<file path="config.mk">
export PLATFORM = sky130hd
export DESIGN_NAME = cache_rd_arbiter
export DESIGN_NICKNAME = d
export VERILOG_FILES = /design/src/rtl/cache_rd_arbiter.sv
export SDC_FILE = /design/constraint.sdc
export NUM_CORES = 1
export LEC_CHECK = 0
export BUFFER_PORTS_ARGS = -buffer_cell sky130_fd_sc_hd__buf_2
export CORE_AREA = 2 2 165 167
export CTS_CLUSTER_SIZE = 16
export DETAILED_ROUTE_END_ITERATION = 6
export DIE_AREA = 0 0 167 169
export GPL_ROUTABILITY_DRIVEN = 0
export PLACE_DENSITY = 0.61
export SETUP_SLACK_MARGIN = 0.05
export SYNTH_ARGS = -nofsm -noshare
export SYNTH_HDL_FRONTEND = slang
export SYNTH_SLANG_ARGS = --single-unit
</file>
<file path="constraint.sdc">
create_clock -name clk -period 2.2 [get_ports clk]
set_input_delay 0.22 -clock clk [delete_from_list [all_inputs] [get_ports clk]]
set_output_delay 0.22 -clock clk [all_outputs]
set_load 0.005 [all_outputs]
</file>
<file path="src/rtl/cache_rd_arbiter.sv">
// Round-robin arbiter that shares one AXI read channel between the icache and dcache.
// Each granted request becomes one INCR burst whose beats are assembled into a 128-bit line.
module cache_rd_arbiter #(
    parameter int ID_W  = 4,
    parameter int IC_ID = 0,
    parameter int DC_ID = 1
) (
    input  logic            clk,
    input  logic            resetn,

    input  logic            ic_rd_req,
    input  logic            ic_rd_type,
    input  logic [31:0]     ic_rd_addr,
    output logic            ic_rd_rdy,
    output logic            ic_ret_valid,
    output logic [127:0]    ic_ret_data,

    input  logic            dc_rd_req,
    input  logic            dc_rd_type,
    input  logic [31:0]     dc_rd_addr,
    output logic            dc_rd_rdy,
    output logic            dc_ret_valid,
    output logic [127:0]    dc_ret_data,

    output logic [ID_W-1:0] arid,
    output logic [31:0]     araddr,
    output logic [7:0]      arlen,
    output logic [2:0]      arsize,
    output logic [1:0]      arburst,
    output logic            arvalid,
    input  logic            arready,

    input  logic [ID_W-1:0] rid,
    input  logic [31:0]     rdata,
    input  logic [1:0]      rresp,
    input  logic            rlast,
    input  logic            rvalid,
    output logic            rready
);

    typedef enum logic [1:0] {
        IDLE = 2'd0,
        AR   = 2'd1,
        R    = 2'd2,
        RESP = 2'd3
    } state_t;

    localparam logic OWN_IC = 1'b0;
    localparam logic OWN_DC = 1'b1;

    state_t           state_q, state_d;
    logic             owner_q, owner_d;
    logic             last_grant_q, last_grant_d;
    logic             type_q, type_d;
    logic [31:0]      addr_q, addr_d;
    logic [1:0]       cnt_q, cnt_d;
    logic [3:0][31:0] line_q, line_d;

    logic             ic_win;
    logic             dc_win;
    logic             grant;
    logic             beat;

    // rid and rresp carry nothing this block acts on
    logic             unused_inputs;
    assign unused_inputs = ^{rid, rresp};

    // Arbitration only happens in IDLE; on a tie the side that did not win last time goes first.
    always_comb begin
        ic_win = 1'b0;
        dc_win = 1'b0;
        if (state_q == IDLE) begin
            ic_win = ic_rd_req && (!dc_rd_req || (last_grant_q == OWN_DC));
            dc_win = dc_rd_req && (!ic_rd_req || (last_grant_q == OWN_IC));
        end
    end

    assign grant = ic_win || dc_win;
    assign beat  = (state_q == R) && rvalid;

    // Next-state logic and registered-state-derived outputs.
    always_comb begin
        state_d      = state_q;
        owner_d      = owner_q;
        last_grant_d = last_grant_q;
        type_d       = type_q;
        addr_d       = addr_q;
        cnt_d        = cnt_q;

        ic_rd_rdy    = ic_win;
        dc_rd_rdy    = dc_win;
        arvalid      = 1'b0;
        rready       = 1'b0;
        ic_ret_valid = 1'b0;
        dc_ret_valid = 1'b0;
        ic_ret_data  = '0;
        dc_ret_data  = '0;

        case (state_q)
            IDLE: begin
                if (grant) begin
                    owner_d      = dc_win ? OWN_DC : OWN_IC;
                    last_grant_d = dc_win ? OWN_DC : OWN_IC;
                    addr_d       = dc_win ? dc_rd_addr : ic_rd_addr;
                    type_d       = dc_win ? dc_rd_type : ic_rd_type;
                    cnt_d        = 2'd0;
                    state_d      = AR;
                end
            end
            AR: begin
                arvalid = 1'b1;
                if (arready) begin
                    state_d = R;
                end
            end
            R: begin
                rready = 1'b1;
                if (rvalid) begin
                    // A 2-bit counter: extra beats wrap and overwrite earlier words.
                    cnt_d = cnt_q + 2'd1;
                    if (rlast) begin
                        state_d = RESP;
                    end
                end
            end
            RESP: begin
                if (owner_q == OWN_IC) begin
                    ic_ret_valid = 1'b1;
                    ic_ret_data  = line_q;
                end else begin
                    dc_ret_valid = 1'b1;
                    dc_ret_data  = line_q;
                end
                state_d = IDLE;
            end
            default: begin
                state_d = IDLE;
            end
        endcase
    end

    // Line buffer: cleared on grant so an early rlast leaves unwritten words at zero.
    generate
        for (genvar gi = 0; gi < 4; gi++) begin : g_line_word
            assign line_d[gi] = grant ? 32'd0 :
                                (beat && (cnt_q == 2'(gi))) ? rdata :
                                line_q[gi];
        end
    endgenerate

    // AR fields come straight from the latched request, so they hold steady until arready.
    assign araddr  = addr_q;
    assign arlen   = type_q ? 8'd3 : 8'd0;
    assign arid    = (owner_q == OWN_DC) ? ID_W'(DC_ID) : ID_W'(IC_ID);
    assign arsize  = 3'b010;
    assign arburst = 2'b01;

    always_ff @(posedge clk) begin
        if (!resetn) begin
            state_q      <= IDLE;
            owner_q      <= OWN_IC;
            last_grant_q <= OWN_DC;
            type_q       <= 1'b0;
            addr_q       <= 32'd0;
            cnt_q        <= 2'd0;
            line_q       <= '0;
        end else begin
            state_q      <= state_d;
            owner_q      <= owner_d;
            last_grant_q <= last_grant_d;
            type_q       <= type_d;
            addr_q       <= addr_d;
            cnt_q        <= cnt_d;
            line_q       <= line_d;
        end
    end

endmodule

</file>
==> impl_metrics.py, run 1 <==
metrics = {
    "status": {
        "status": "completed",
    },
    "critical_path": {
        "cp_data_arrival_time_ps": 1880,
        "cp-end-kind": "primary output",
        "startpoint_type": "register",
        "required_ps": 1980,
        "worstPathMaxFanout": 33,
        "critPathKind": "reg -> out",
    },
    "detailed_routing": {
        "drt-wirelength-per-cell_um": 17.8,
        "wl_met1_mm": 14.3,
        "drt_iter0_markers": 642,
        "via_per_inst": 5.02,
        "drc_errors": 0,
        "wl_met2_mm": 15.4,
        "first_pass_iters": 5,
        "top_layer_used": "met4",
        "wl_met3_mm": 2.48,
        "drt_wl_total_mm": 32.5,
        "ant_nets": 0,
        "vias": 9183,
    },
    "die": {
        "rows": 60,
        "dieArea_sq_um": 28200,
        "die_w_um": 167,
        "top_level_ports": 422,
        "start_util_pct": 34.8,
        "fp.dieH_um": 169,
        "core_sq_um": 26500,
    },
    "final_layout": {
        "antenna_cells": 0,
        "layout.cells.most_common": "buf_2",
        "multiInputGateArea_sq_um": 5040,
        "syn2layout_area_growth_pct": 30.0,
        "layout-drive-gt1-share_pct": 40.6,
        "final_nets": 1594,
        "n_fill_cell": 2648,
        "layout_common_cells": "401 x buf_2, 265 x nand2_1, 165 x dfxtp_1",
        "seq_area_sq_um": 3350,
    },
    "sta": {
        "fin_crit_ps": 2100,
        "whs_ps": 61.9,
        "drv_slew": 0,
        "rsz0062_at_grt": "false",
        "fin_crit_sh_pct": 95.3,
        "setup_ws_ps": 103,
        "hold_viol": 0,
        "worst_slew_margin_rel_pct": 53.5,
        "setup_violations": 0,
        "tightest_slew_ps": 695,
        "skew_ps": 15.3,
        "tns_ps": 0,
        "fmax_mhz": 477,
    },
    "power": {
        "power.leakage_nw": 5.67,
        "powerDensity_nw_per_um2": 841,
        "ir_drop_mv": 0.594,
    },
    "yosys": {
        "avgSynthCellArea_sq_um": 8.09,
        "syn_inst": 1140,
        "ys_ff_latch": 167,
        "ys_warn_count": 0,
        "syn-cell-area_sq_um": 9220,
        "yosysSeqAreaShare_pct": 36.3,
        "async_reset_ff_share_pct": 0,
        "synth_edf_count": 0,
        "synth.top_cell.area_share_pct": 36.3,
        "synth_area_leaders": "dfxtp_1 36%, a21oi_2 11%, nand2_1 11%",
        "yosys.cell_types.count": 36,
        "yosysTopAreaCell": "dfxtp_1",
        "yosys_most_used_dff": "dfxtp_1",
    },
    "grt": {
        "grt_max_degree": 67,
        "grt_pass1_vias": 8631,
        "grt_pass1_wl_mm": 48.8,
        "grtUsageTotal_pct": 21.7,
        "overflow": 0,
        "antenna_found_initial": 0,
    },
    "placement": {
        "preCtsSetupSlack_ps": 231,
        "hpwl_mm": 22.1,
        "portBuffers": 401,
    },
    "clocking": {
        "ctsLongestPathBuffers": 2,
        "htree_num_levels": 4,
        "cts_tree": "built",
        "root_buffer": "clkbuf_16",
        "cts_sinks": 167,
        "cts_hold_buf": 0,
        "clkLatencyLatePin_ps": 430,
        "path_clk_slew_ps": 80,
        "cts_buffers": 17,
    },
    "job": {
        "maxCapViolCount": 0,
    },
    "worst_hold_path": {
        "min_path_type": "in -> reg",
    },
}
-- worst max-delay path: stages (launching register included) --
cell and delay [ps]:
dfxtp_1 420, ha_4 190, nor2b_4 160, buf_12 150
buf_12 180, and2_1 200, buf_2 130
-- area by class of cell --
class / instances / share of cell area [%]
clock buffers: 17 / 3.55
clock inverters: 15 / 1.63
inverters: 5 / 0.157
multi-input cells: 844 / 42.1
flip-flops and latches: 167 / 27.9
well taps: 341 / 3.56
repair buffers: 439 / 21.1
-- through the flow --
step / power (mW) / util [%] / cell area [sq um] / instances
2_1_floorplan: 6.16 / - / 9270 / 1152
3_3_place_gp: 6.90 / 42.4 / 11200 / 1791
3_5_place_dp: 6.93 / 42.4 / 11200 / 1791
4_1_cts: 10.1 / 45.0 / 11900 / 1825
5_1_grt: 10.7 / 45.3 / 12000 / 1828
6_report: 10.1 / 45.3 / 12000 / 1828
-- path summary, 6_finish.rpt --
path | from | to | slack [ps] | cells past startpoint
worst max-delay path | state_q[1] | ic_ret_data[78] | 100 | 6
worst min-delay path | dc_rd_addr[0] | araddr[0] | 60 | 3
worst max register to register | state_q[1] | araddr[18] | 230 | 5
worst min register to register | line_q[76] | line_q[76] | 470 | 2
-- kinds of logic (layout without fill, tap and decap cells) --
kind of cell             count (synthesis)  in the layout  synth area share [%]
AND/OR/NAND/NOR                        580            580                  31.6
buffers and inverters                  141            476                  9.74
AO/OA/AOI/OAI                          240            240                  21.0
adder cells (fa/ha/maj)                  9              9                  1.22
flip-flops                             167            167                  36.3
multiplexers                             1              1                 0.109
other                                    2             14                0.0814
-- cells in the mapped netlist, types with 9 or more instances --
cell and instances:
buf_12 11, a211oi_1 33, and3_1 134, nand2_1 265, a21oi_1 9, a21oi_2 120
dfxtp_1 167, nand3_1 40, o21ai_0 32, ha_1 9, and2_1 132, a311oi_1 31
buf_4 26, buf_2 26, clkbuf_1 65
-- flip-flops by register name (all words and copies together) (netlist names) --
| register | cells |
|---|---|
| owner_q | 1 |
| last_grant_q | 1 |
| cnt_q | 2 |
| line_q | 128 |
| state_q | 2 |
| araddr | 32 |
| type_q | 1 |
-- where the power goes --
group / internal (mW) / leakage (nW) / switching [mW]
sequential: 3.37 / 1.36 / 0.272
clock: 1.56 / 0.295 / 1.50
combinational: 1.23 / 4.02 / 2.16
total: 6.16 / 5.67 / 3.93
-- routing by layer --
layer,track usage [%],vias up
met5,0,-
met4,4.27,0
met3,5.40,20
met2,36.4,350
met1,28.5,4309
li1,-,4504
-- timing repair --
action / CTS / global route
cloned: 1 / 2
buffers inserted: 1 / 1
gates resized for setup: 1 / 5
pin swaps: 0 / 0
endpoints found under the setup margin: 13 / 225
(Power assumes the default switching activity.)
==> run 2: changes to the inputs <==
CTS_BUF_LIST = sky130_fd_sc_hd__clkbuf_8   (was not set)
CTS_CLUSTER_SIZE = 40   (was 16)
==> impl_metrics.py, run 2 (synthesis gave the netlist of run 1 again) <==
metrics = {
    "placement": {
        "preCtsSetupSlack_ps": 231,
        "hpwl_mm": 22.1,
        "portBuffers": 401,
    },
    "power": {
        "internal_power_mw": 5.52,
        "netSwitchingPower_mw": 3.87,
        "powerDensity_nw_per_um2": 788,
        "pwr-share-clk_pct": 24.6,
        "seqPwrFrac_pct": 38.7,
        "ir_drop_mv": 0.579,
        "combPwrFrac_pct": 36.7,
        "switching_share_pct": 41.2,
        "power.leakage_nw": 5.63,
    },
    "detailed_routing": {
        "drt_wl_total_mm": 32.6,
        "vias": 9219,
        "ant_nets": 0,
        "drc_errors": 0,
        "first_pass_iters": 4,
        "drt-wirelength-per-cell_um": 17.7,
        "drt_iter0_markers": 640,
        "via_per_inst": 5.02,
    },
    "critical_path": {
        "crit_buf_inv": 3,
        "critical-path-top-delay-family": "buffers and inverters",
        "crit_chain": "ha_4 -> nor2b_4 -> buf_12 -> buf_12 -> and2_1 -> buf_2",
        "required_ps": 1980,
        "worst_r2r_endpoint": "araddr[31]",
        "timing.rr.start": "state_q[0]",
        "crit_path_frequent_cell": "buf_12",
        "worstPathMaxFanout": 33,
        "cp-end-kind": "primary output",
        "critPathKind": "reg -> out",
        "slowest_stage": "dfxtp_2",
        "r2r_cells": 5,
        "r2r_slack_ps": 270,
        "startpoint_type": "register",
        "cp_data_arrival_time_ps": 1850,
        "critPathMaxStageDelay_ps": 390,
    },
    "grt": {
        "grt_pass1_wl_mm": 48.7,
        "antenna_found_initial": 0,
        "grt_pass1_vias": 8643,
        "grt_max_degree": 67,
        "overflow": 0,
        "grtUsageTotal_pct": 21.6,
    },
    "sta": {
        "fmax_mhz": 484,
        "hold_viol": 0,
        "skew_ps": 26.0,
        "worst_slew_margin_rel_pct": 53.4,
        "tightest_slew_ps": 696,
        "tns_ps": 0,
        "drv_slew": 0,
        "whs_ps": 21.6,
        "setup_ws_ps": 135,
        "fin_crit_sh_pct": 93.9,
        "fin_crit_ps": 2070,
        "setup_violations": 0,
        "rsz0062_at_grt": "false",
    },
    "clocking": {
        "cts_buffers": 17,
        "path_clk_slew_ps": 120,
        "cts_tree": "built",
        "clkLatencyLatePin_ps": 470,
        "htree_num_levels": 4,
        "cts_sinks": 167,
        "ctsLongestPathBuffers": 2,
        "root_buffer": "clkbuf_8",
    },
    "die": {
        "fp.dieH_um": 169,
        "top_level_ports": 422,
        "start_util_pct": 34.8,
        "core_sq_um": 26500,
        "die_w_um": 167,
        "rows": 60,
        "dieArea_sq_um": 28200,
    },
    "worst_hold_path": {
        "hp-start": "ic_rd_addr[0]",
        "min_path_type": "in -> reg",
        "holdPathStages": 3,
        "worstHoldEndpoint": "araddr[0]",
    },
    "final_layout": {
        "layout-drive-gt1-share_pct": 40.5,
        "final_nets": 1604,
        "regMostFlops": "line_q",
        "multiInputGateArea_sq_um": 5040,
        "layout.cells.most_common": "buf_2",
        "final_util_pct": 44.9,
        "layout_common_cells": "401 x buf_2, 265 x nand2_1, 164 x dfxtp_1",
        "seq_area_sq_um": 3350,
        "antenna_cells": 0,
        "syn2layout_area_growth_pct": 29.1,
        "n_fill_cell": 2662,
        "largest_reg_flops": 128,
    },
    "job": {
        "maxCapViolCount": 0,
    },
    "status": {
        "status": "completed",
    },
}
[run 2: worst max path at each step]
stage	slack (ps)	to	cells past startpoint	start
3_3_place_gp	280	araddr[19]	5	state_q[0]
5_1_grt	50	ic_ret_data[33]	6	state_q[0]
4_1_cts	50	ic_ret_data[20]	5	state_q[0]
6_report	130	ic_ret_data[78]	6	state_q[0]
2_1_floorplan	610	araddr[20]	7	state_q[0]
3_5_place_dp	230	araddr[8]	5	state_q[0]
[run 2: what timing repair did]
| action | 4_1_cts | 5_1_grt |
|---|---|---|
| buffers inserted | 1 | 2 |
| hold buffers | 9 | 0 |
| gates resized for setup | 3 | 4 |
| setup endpoints to repair | 141 | 84 |
| gates cloned | 1 | 2 |
| hold endpoints to repair | 12 | 0 |
[run 2: metal layers]
layer  vias up  track usage (%)  share of wire (%)  wire length [um]
met5         -                0                  0                 0
met3        28             5.12                7.2              2360
met1      4312             28.4                 44             14400
met4         0             4.54                1.2               402
li1       4523                -                  -                 -
met2       356             36.2                 47             15400
[run 2: worst reg2reg max path: stages, from the launching register on]
cell and delay (ps):
dfxtp_2 360, inv_1 100, ha_1 300, and3_1 480, a21o_4 400, a311oi_1 150
[run 2: cell type report]
class | count | area share [%]
multi-input cells | 844 | 42.4
flip-flops and latches | 167 | 28.1
repair buffers | 449 | 22.2
well taps | 341 | 3.58
clock buffers | 17 | 1.97
clock inverters | 15 | 1.64
inverters | 5 | 0.158
[run 2: per-stage QoR]
step                      total power [mW]  std cells  instance area [sq um]
after floorplan                       6.16       1152                   9270
after global placement                6.90       1791                  11200
after detailed placement              6.93       1791                  11200
after CTS                             9.35       1834                  11800
after global routing                  9.95       1838                  11900
final                                 9.39       1838                  11900
[run 2: power groups by stage]
stage	combinational [mW]	clock [mW]	sequential (mW)
6_report	3.45	2.31	3.63
5_1_grt	3.79	2.48	3.68
4_1_cts	3.34	2.36	3.64
3_5_place_dp	3.21	0	3.72
3_3_place_gp	3.19	0	3.71
2_1_floorplan	2.52	0	3.63
